File: src/rtl/bitwise_pkg.sv
// Opcodes, accumulate-FSM encoding and the width-generic bitwise evaluator
// shared by the bitwise pipeline.
package bitwise_pkg;

   localparam int unsigned OP_W   = 3;
   localparam int unsigned EVAL_W = 64;  // widest operand bitwise_eval can carry

   localparam logic [OP_W-1:0] OP_NOT  = 3'd0;
   localparam logic [OP_W-1:0] OP_AND  = 3'd1;
   localparam logic [OP_W-1:0] OP_OR   = 3'd2;
   localparam logic [OP_W-1:0] OP_XOR  = 3'd3;
   localparam logic [OP_W-1:0] OP_NAND = 3'd4;
   localparam logic [OP_W-1:0] OP_NOR  = 3'd5;
   localparam logic [OP_W-1:0] OP_XNOR = 3'd6;
   localparam logic [OP_W-1:0] OP_ACC  = 3'd7;

   typedef enum logic {
      S_IDLE  = 1'b0,
      S_ACCUM = 1'b1
   } acc_state_e;

   // Stateless ops only; OP_ACC is resolved against the accumulator by the caller.
   function automatic logic [EVAL_W-1:0] bitwise_eval(
      input logic [OP_W-1:0]   op,
      input logic [EVAL_W-1:0] a,
      input logic [EVAL_W-1:0] b
   );
      logic [EVAL_W-1:0] r;
      r = '0;
      case (op)
         OP_NOT:  r = ~a;
         OP_AND:  r = a & b;
         OP_OR:   r = a | b;
         OP_XOR:  r = a ^ b;
         OP_NAND: r = ~(a & b);
         OP_NOR:  r = ~(a | b);
         OP_XNOR: r = ~(a ^ b);
         default: r = '0;
      endcase
      return r;
   endfunction

endpackage

File: src/rtl/skid_buffer.sv
// One-entry valid/ready register slice: an output register backed by a single
// skid entry so the upstream side can stream at full rate under backpressure.
module skid_buffer #(
   parameter int unsigned W = 17
) (
   input  logic         clk,
   input  logic         rst_n,
   input  logic         in_valid_i,
   output logic         in_ready_o,
   input  logic [W-1:0] in_data_i,
   output logic         out_valid_o,
   input  logic         out_ready_i,
   output logic [W-1:0] out_data_o
);

   logic         out_valid_q, out_valid_d;
   logic [W-1:0] out_data_q,  out_data_d;
   logic         skid_valid_q, skid_valid_d;
   logic [W-1:0] skid_data_q,  skid_data_d;
   logic         push_c;
   logic         load_c;

   assign in_ready_o  = ~skid_valid_q;
   assign push_c      = in_valid_i & ~skid_valid_q;
   // Output register may take new data when it is empty or being consumed.
   assign load_c      = ~out_valid_q | out_ready_i;
   assign out_valid_o = out_valid_q;
   assign out_data_o  = out_data_q;

   always_comb begin
      out_valid_d  = out_valid_q;
      out_data_d   = out_data_q;
      skid_valid_d = skid_valid_q;
      skid_data_d  = skid_data_q;
      if (load_c) begin
         if (skid_valid_q) begin
            out_valid_d  = 1'b1;
            out_data_d   = skid_data_q;
            skid_valid_d = 1'b0;
         end else if (push_c) begin
            out_valid_d = 1'b1;
            out_data_d  = in_data_i;
         end else begin
            out_valid_d = 1'b0;
         end
      end else if (push_c) begin
         skid_valid_d = 1'b1;
         skid_data_d  = in_data_i;
      end
   end

   always_ff @(posedge clk or negedge rst_n) begin
      if (!rst_n) begin
         out_valid_q  <= 1'b0;
         out_data_q   <= '0;
         skid_valid_q <= 1'b0;
         skid_data_q  <= '0;
      end else begin
         out_valid_q  <= out_valid_d;
         out_data_q   <= out_data_d;
         skid_valid_q <= skid_valid_d;
         skid_data_q  <= skid_data_d;
      end
   end

endmodule

File: src/rtl/bitwise_pipe.sv
// Registered WIDTH-generic bitwise logic unit with an XOR-accumulate mode,
// streaming results through a skid buffer for full throughput.
module bitwise_pipe
   import bitwise_pkg::*;
#(
   parameter int unsigned      WIDTH    = 16,
   parameter logic [WIDTH-1:0] ACC_INIT = '0
) (
   input  logic             clk,
   input  logic             rst_n,
   input  logic             in_valid,
   output logic             in_ready,
   input  logic [WIDTH-1:0] in_a,
   input  logic [WIDTH-1:0] in_b,
   input  logic [2:0]       in_op,
   input  logic             in_last,
   output logic             out_valid,
   input  logic             out_ready,
   output logic [WIDTH-1:0] out_data,
   output logic             out_last
);

   localparam int unsigned PW = WIDTH + 1;

   acc_state_e       state_q, state_d;
   logic [WIDTH-1:0] acc_q, acc_d;
   logic             accept_c;
   logic             acc_beat_c;
   logic             push_c;
   logic [WIDTH-1:0] res_c;
   logic             res_last_c;
   logic [PW-1:0]    sb_out_c;

   assign accept_c   = in_valid & in_ready;
   assign acc_beat_c = accept_c & (in_op == OP_ACC);

   // Result path: stateless ops emit every beat, ACC only on its closing beat.
   always_comb begin
      res_c      = WIDTH'(bitwise_eval(in_op, EVAL_W'(in_a), EVAL_W'(in_b)));
      res_last_c = 1'b1;
      push_c     = accept_c;
      if (in_op == OP_ACC) begin
         res_c      = acc_q ^ in_a;
         res_last_c = 1'b1;
         push_c     = accept_c & in_last;
      end
   end

   // Accumulate FSM; non-ACC beats leave both state and accumulator untouched.
   always_comb begin
      state_d = state_q;
      acc_d   = acc_q;
      case (state_q)
         S_IDLE: begin
            if (acc_beat_c) begin
               if (in_last) begin
                  acc_d = ACC_INIT;
               end else begin
                  state_d = S_ACCUM;
                  acc_d   = acc_q ^ in_a;
               end
            end
         end
         S_ACCUM: begin
            if (acc_beat_c) begin
               if (in_last) begin
                  state_d = S_IDLE;
                  acc_d   = ACC_INIT;
               end else begin
                  acc_d = acc_q ^ in_a;
               end
            end
         end
         default: begin
            state_d = S_IDLE;
            acc_d   = ACC_INIT;
         end
      endcase
   end

   always_ff @(posedge clk or negedge rst_n) begin
      if (!rst_n) begin
         state_q <= S_IDLE;
         acc_q   <= ACC_INIT;
      end else begin
         state_q <= state_d;
         acc_q   <= acc_d;
      end
   end

   skid_buffer #(
      .W(PW)
   ) u_skid (
      .clk         (clk),
      .rst_n       (rst_n),
      .in_valid_i  (push_c),
      .in_ready_o  (in_ready),
      .in_data_i   ({res_last_c, res_c}),
      .out_valid_o (out_valid),
      .out_ready_i (out_ready),
      .out_data_o  (sb_out_c)
   );

   assign out_last = sb_out_c[PW-1];
   assign out_data = sb_out_c[WIDTH-1:0];

endmodule

File: config.mk
export PLATFORM = sky130hd
export DESIGN_NAME = bitwise_pipe
export DESIGN_NICKNAME = d
export VERILOG_FILES = /design/src/rtl/bitwise_pkg.sv /design/src/rtl/skid_buffer.sv /design/src/rtl/bitwise_pipe.sv
export SDC_FILE = /design/constraint.sdc
export NUM_CORES = 1
export LEC_CHECK = 0
export CAP_MARGIN = 25
export CORE_ASPECT_RATIO = 1.5
export CORE_UTILIZATION = 52
export CTS_BUF_LIST = sky130_fd_sc_hd__clkbuf_4
export DETAILED_ROUTE_END_ITERATION = 7
export PLACE_DENSITY = 0.8
export SYNTH_ARGS = -nofsm -noshare
export SYNTH_HDL_FRONTEND = slang
export SYNTH_SLANG_ARGS = --single-unit
File: constraint.sdc
create_clock -name clk -period 1.35 [get_ports clk]
set_input_delay 0.405 -clock clk [delete_from_list [all_inputs] [get_ports clk]]
set_output_delay 0.405 -clock clk [all_outputs]
set_load 0.005 [all_outputs]
Yosys cells after proc, flatten, opt, wreduce, memory -nomap -nowiden --
Index checks and enable logic that the tools add are counted.
Storage, ports and cells: register bits after elaboration 52, bits of input ports 40, output and inout bits 19, logic and storage cells 44
Operators by class: equality and inequality tests 7, muxes and demuxes 11, bitwise operators 16, reductions and logical operators 5
Operators by type and width (number):
- $pmux 16 s7 | 1
- $not 16->16 | 4
- $mux 16 | 3
- $mux 17 | 2
- $xor 16x16->16 | 2
- $and 16x16->16 | 1
- $or 16x16->16 | 1
- $eq 3x3->1 const B | 4
- $eq 3x2->1 const B | 2
- $mux 1 | 5
- $and 1x1->1 | 4
- $reduce_and 2->1 | 2
- $reduce_bool 2->1 | 2
- $eq 3x1->1 const B | 1
- $logic_not 3->1 | 1
- $not 1->1 | 3
- $or 1x1->1 | 1

Logic depth before layout (Yosys ltp) --
Gate-level depths: netlist of the first run.
depth after elaboration 7, depth in mapped cells 8, mapped depth without buffers 7

Modules after synthesis --
Synthesis of the first run repeated with hierarchy kept, for this count alone.
Second synthesis, totals: cells, all modules 446, area, all modules 4197.8 µm²
Modules (own cells, without submodules):
- bitwise_pipe | instances 1, cells an instance 347, area each 2615.0 µm², sequential area each 400.4 µm²
- skid_buffer | instances 1, cells an instance 99, area each 1582.8 µm², sequential area each 900.9 µm²

Least setup slack after synthesis of the first run --
Ideal clock, no wire load.
path kind in2reg, from input port in_a[15], to register u_skid.out_data_q[15], in the netlist u_skid.out_data_o[15], library setup time 0.082 ns, data arrival time 1.708 ns, data required time 1.268 ns, path slack -0.440 ns, stages on the path 7, buffers on the path 0, path through inv_1 > ha_1 > mux2_2 > o211ai_2 > o21ai_1 > or3_1 > a31oi_1
Between the ends: longest elaborated chain between the ends 6, elaborated cells on any way between the ends 12, classes of those cells mux (4); bitwise (8)
Ends and longest elaborated chain:
- start: declaration | RTL line bitwise_pipe.sv:13 | input logic [WIDTH-1:0] in_a,
- $xor 16x16->16 (tied with other cells) | RTL line bitwise_pkg.sv:34, bitwise_pkg.sv:37
- $not 16->16, on equally long branches | RTL line bitwise_pkg.sv:37, bitwise_pkg.sv:35, bitwise_pkg.sv:36
- $pmux 16 s7 | RTL line bitwise_pkg.sv:30 | case (op)
- $mux 16 (*) | RTL line bitwise_pipe.sv:42 | if (in_op == OP_ACC) begin
- $mux 17 (*) | RTL line skid_buffer.sv:40 | end else if (push_c) begin
- $mux 17 (*) | RTL line skid_buffer.sv:36 | if (skid_valid_q) begin
- end signal: assignment | RTL line skid_buffer.sv:60 | out_data_q <= out_data_d;
- end: declaration | RTL line skid_buffer.sv:17 | logic [W-1:0] out_data_q, out_data_d;
Mark *: on every way between the ends. The rest lies on a longest branch, timed or not. The select of a mux whose other input is x is not followed. A chain may end at the register's enable or synchronous reset.

Final worst setup path of the first run --
from input port in_valid, to register acc_q[8]
Between the ends: longest elaborated chain between the ends 2
Ends and longest elaborated chain:
- start: declaration | RTL line bitwise_pipe.sv:11 | input logic in_valid,
- $and 1x1->1 | RTL line bitwise_pipe.sv:34 | assign accept_c = in_valid & in_ready;
- $and 1x1->1 | RTL line bitwise_pipe.sv:35 | assign acc_beat_c = accept_c & (in_op == OP_ACC);
- end signal: assignment | RTL line bitwise_pipe.sv:84 | acc_q <= ACC_INIT;
- end signal: assignment | RTL line bitwise_pipe.sv:87 | acc_q <= acc_d;
- end: declaration | RTL line bitwise_pipe.sv:26 | logic [WIDTH-1:0] acc_q, acc_d;
Every way passes these cells.

==> summary.txt, run 1 <==
Yosys
  • Post-Syn Area: 4187 µm²
  • Syn_nets: 570
  • Largest area contributor in the netlist: dfrtp_1
  • Yosys reg bits: 52
  • Synth area leaders: dfrtp_1, ha_1, o21ai_0, nand2_1, mux2i_1
  • Yosys top cell area share: 31.08%
  • Post-synth ARST share: 100.0%
  • Seq/Total Area, Yosys: 31.08%
  • Syn_area_per_cell: 8.407 µm²
  • Post-synth EDFFs: 0
  • Post-synth cell types: 54
  • Top FF cell, synth: dfrtp_1
  • Yosys Warn Count: 0
  • Syn Inst Count: 498

STA
  • Unrepaired setup endpoints after global routing: true
  • Slew @ Worst Pin: 0.3486 ns
  • Total negative slack: -5.957 ns
  • Fmax: 612.0 MHz
  • Slew headroom: 76.65%
  • Period utilization: 121.0%
  • Pins Over Slew Limit: 0
  • Fin. Hold Viols: 0
  • Post-layout min period: 1.634 ns
  • Post-route worst setup slack: -0.2839 ns
  • Worst Skew: 0.01200 ns
  • Final setup fails: 57

Status
  • Failing checks: setup timing
  • Status: finished, violations left

Setup path
  • Arr. time, crit path: 1.93 ns
  • R2r setup slk: -0.28 ns
  • CP required: 1.65 ns
  • Nature of the critical path startpoint: input pin
  • CP Class: in -> reg
  • Setup crit end kind: flip-flop
  • Max FO, Critical Path: 8

Placed design
  • Placed insts: 718
  • Detailed Place HPWL: 7.994 mm
  • Routability congestion estimate from global placement: 0.7883
  • Port Buf Inserts: 58

Cells and area
  • Area grow syn2layout: 59.18%
  • Share of cells above drive strength 1: 50.15%
  • Most common cell after layout, fill and taps aside: buf_4
  • Most frequent cells in the layout: buf_4, dfrtp_1, nand2_1, buf_6, nor2_1
  • Final #Nets: 729
  • Final Non-Filler Cells: 761
  • Fill count: 386

Floorplan
  • Vert. Die Dim: 111.9 µm
  • Die area: 8421 µm²
  • Die W: 75.26 µm
  • # rows: 39
  • Core Area: 7710 µm²
  • Starting Density: 54.30%
  • Top Ports: 59

Global routing
  • Largest net degree at the start of global routing: 53
  • Vias in the first global route: 4470
  • First-pass GRT wire length: 20.76 mm
  • Global route overflow: 0
  • Initial antenna violation count: 1
  • GRT Total Usage: 31.93%

Clock tree
  • Clk buf depth: 2
  • CTS sink count: 52
  • Total number of H-tree levels: 2
  • CTS Buf Count: 5
  • CTS Root Cell: clkbuf_4
  • CTS tree: done
  • Clock latency on the worst-skew pair: 0.41 ns
  • Reg clk slew, reported paths: 0.18 ns

Route
  • DR vias/cell: 6.113
  • Antenna Nets Post-Route: 0
  • Post-DR wirelength/cell: 19.52 µm
  • Drt pass-1 iters: 5
  • Initial drt markers: 393
  • Vias: 4652
  • DRT Wirelength: 14.85 mm
  • # DRC: 0

Worst hold path
  • HP Class: in -> reg

Pwr
  • Peak supply drop: 0.0005210 V
  • P per Cell Area: 883.1 nW/µm²
  • Leakage: 0.002982 µW

Run
  • Max-cap viol count: 0
[repair_timing]
item / in CTS / in global routing
resized for setup: 286 / 74
pin swaps: 77 / 31
buffers inserted: 27 / 11
endpoints found under the setup margin: 69 / 68
hold buffers: 1 / 0
endpoints found under the hold margin: 52 / 0
cloned: 2 / 1
[worst max-delay path, stage by stage]
cell and delay, ns:
clkdlybuf4s50_1 0.51, nor2b_4 0.21, buf_6 0.12, nand2b_4 0.10
buf_6 0.17, o21ai_0 0.28, o21ai_1 0.14
[cell usage after synthesis (6+ instances only)]
| master | count |
|---|---|
| nand2_1 | 55 |
| dfrtp_1 | 52 |
| o21ai_0 | 49 |
| nor2_1 | 40 |
| inv_1 | 39 |
| ha_1 | 32 |
| mux2i_1 | 19 |
| o211ai_1 | 17 |
| buf_2 | 16 |
| nand2b_1 | 15 |
| nand3_1 | 14 |
| o21ai_1 | 11 |
| xor2_1 | 11 |
| clkbuf_1 | 9 |
| mux2_2 | 9 |
| a31oi_1 | 8 |
| a211oi_1 | 7 |
| a211o_1 | 6 |
| a21o_1 | 6 |
| a21oi_1 | 6 |
| o2111a_1 | 6 |
[logic make-up after synthesis]
| logic type | count (synthesis) | share of synthesized area (%) |
|---|---|---|
| xor gates and xnor gates | 16 | 3.347 |
| AOI/OAI and AO/OA | 151 | 24.27 |
| adders and majority gates | 32 | 9.564 |
| and+or+nand+nor | 143 | 15.69 |
| muxes | 29 | 7.501 |
| DFF | 52 | 31.08 |
| buffers and inverters | 75 | 8.547 |
[stage by stage]
step / area, µm² / util, % / power [µW] / hold WS (ns) / setup WS, ns
floorplan: 4666 / - / 3312 / 0.1094 / -0.3459
global placement: 5791 / 75.11 / 4151 / 0.4198 / -0.9924
detailed placement: 5791 / 75.11 / 4256 / 0.4225 / -1.028
CTS: 6345 / 82.29 / 5405 / 0.3780 / -0.2026
global route: 6664 / 86.43 / 6171 / 0.3687 / -0.3433
finish: 6664 / 86.43 / 5885 / 0.3804 / -0.2839
[layer usage]
metal  GRT usage, %  wire length [µm]
met1          39.80              5710
met2          52.73              7541
met3          5.520              1076
met4          14.32               521
met5              0                 0
[state kept, by name, summed over array words and instances (netlist names)]
signal,flops
acc_q,16
u_skid.out_valid_o,1
u_skid.skid_valid_q,1
u_skid.out_data_o,17
u_skid.skid_data_q,17
[cell type report]
type / instances / area (µm²) / share of cell area (%)
diodes: 1 / 2.502 / 0.03755
clock buffers: 5 / 37.54 / 0.5633
clock inverters: 3 / 46.29 / 0.6947
inverters: 40 / 265.3 / 3.980
multi-input cells: 371 / 3187 / 47.82
flip-flops and latches: 52 / 1301 / 19.53
well taps: 102 / 127.6 / 1.915
repair buffers: 187 / 1697 / 25.46
[power by group]
part           leakage [µW]  internal [µW]  total (µW)  switching [µW]
registers          0.000627           1910        2190             289
logic               0.00231           1410        2710            1290
clock network     0.0000418            396         984             588
[worst paths after layout]
| kind | startpoint | end | cells after the start |
|---|---|---|---|
| hold / removal | in_a[3] | acc_q[3]$_DFFE_PN0P_ | 4 |
| max in group asynchronous | rst_n | u_skid.skid_data_q[15]$_DFFE_PN0P_ | 3 |
| setup reg to reg | u_skid.skid_valid_q$_DFFE_PN0P_ | acc_q[8]$_DFFE_PN0P_ | 7 |
| hold reg to reg | acc_q[9]$_DFFE_PN0P_ | acc_q[9]$_DFFE_PN0P_ | 1 |
| setup / recovery | in_valid | acc_q[8]$_DFFE_PN0P_ | 7 |
| min in group asynchronous | rst_n | u_skid.out_data_o[10]$_DFFE_PN0P_ | 3 |
Power figures use the tool's default switching activity.
==> inputs of run 2 (changes only) <==
--- a/config.mk
+++ b/config.mk
@@ -10,6 +10,7 @@
 export CORE_UTILIZATION = 52
 export CTS_BUF_LIST = sky130_fd_sc_hd__clkbuf_4
 export DETAILED_ROUTE_END_ITERATION = 7
+export GPL_ROUTABILITY_DRIVEN = 0
 export PLACE_DENSITY = 0.8
 export SYNTH_ARGS = -nofsm -noshare
 export SYNTH_HDL_FRONTEND = slang
==> results of run 2 <==
Final layout, timing and power as in run 1 (identical DEF).
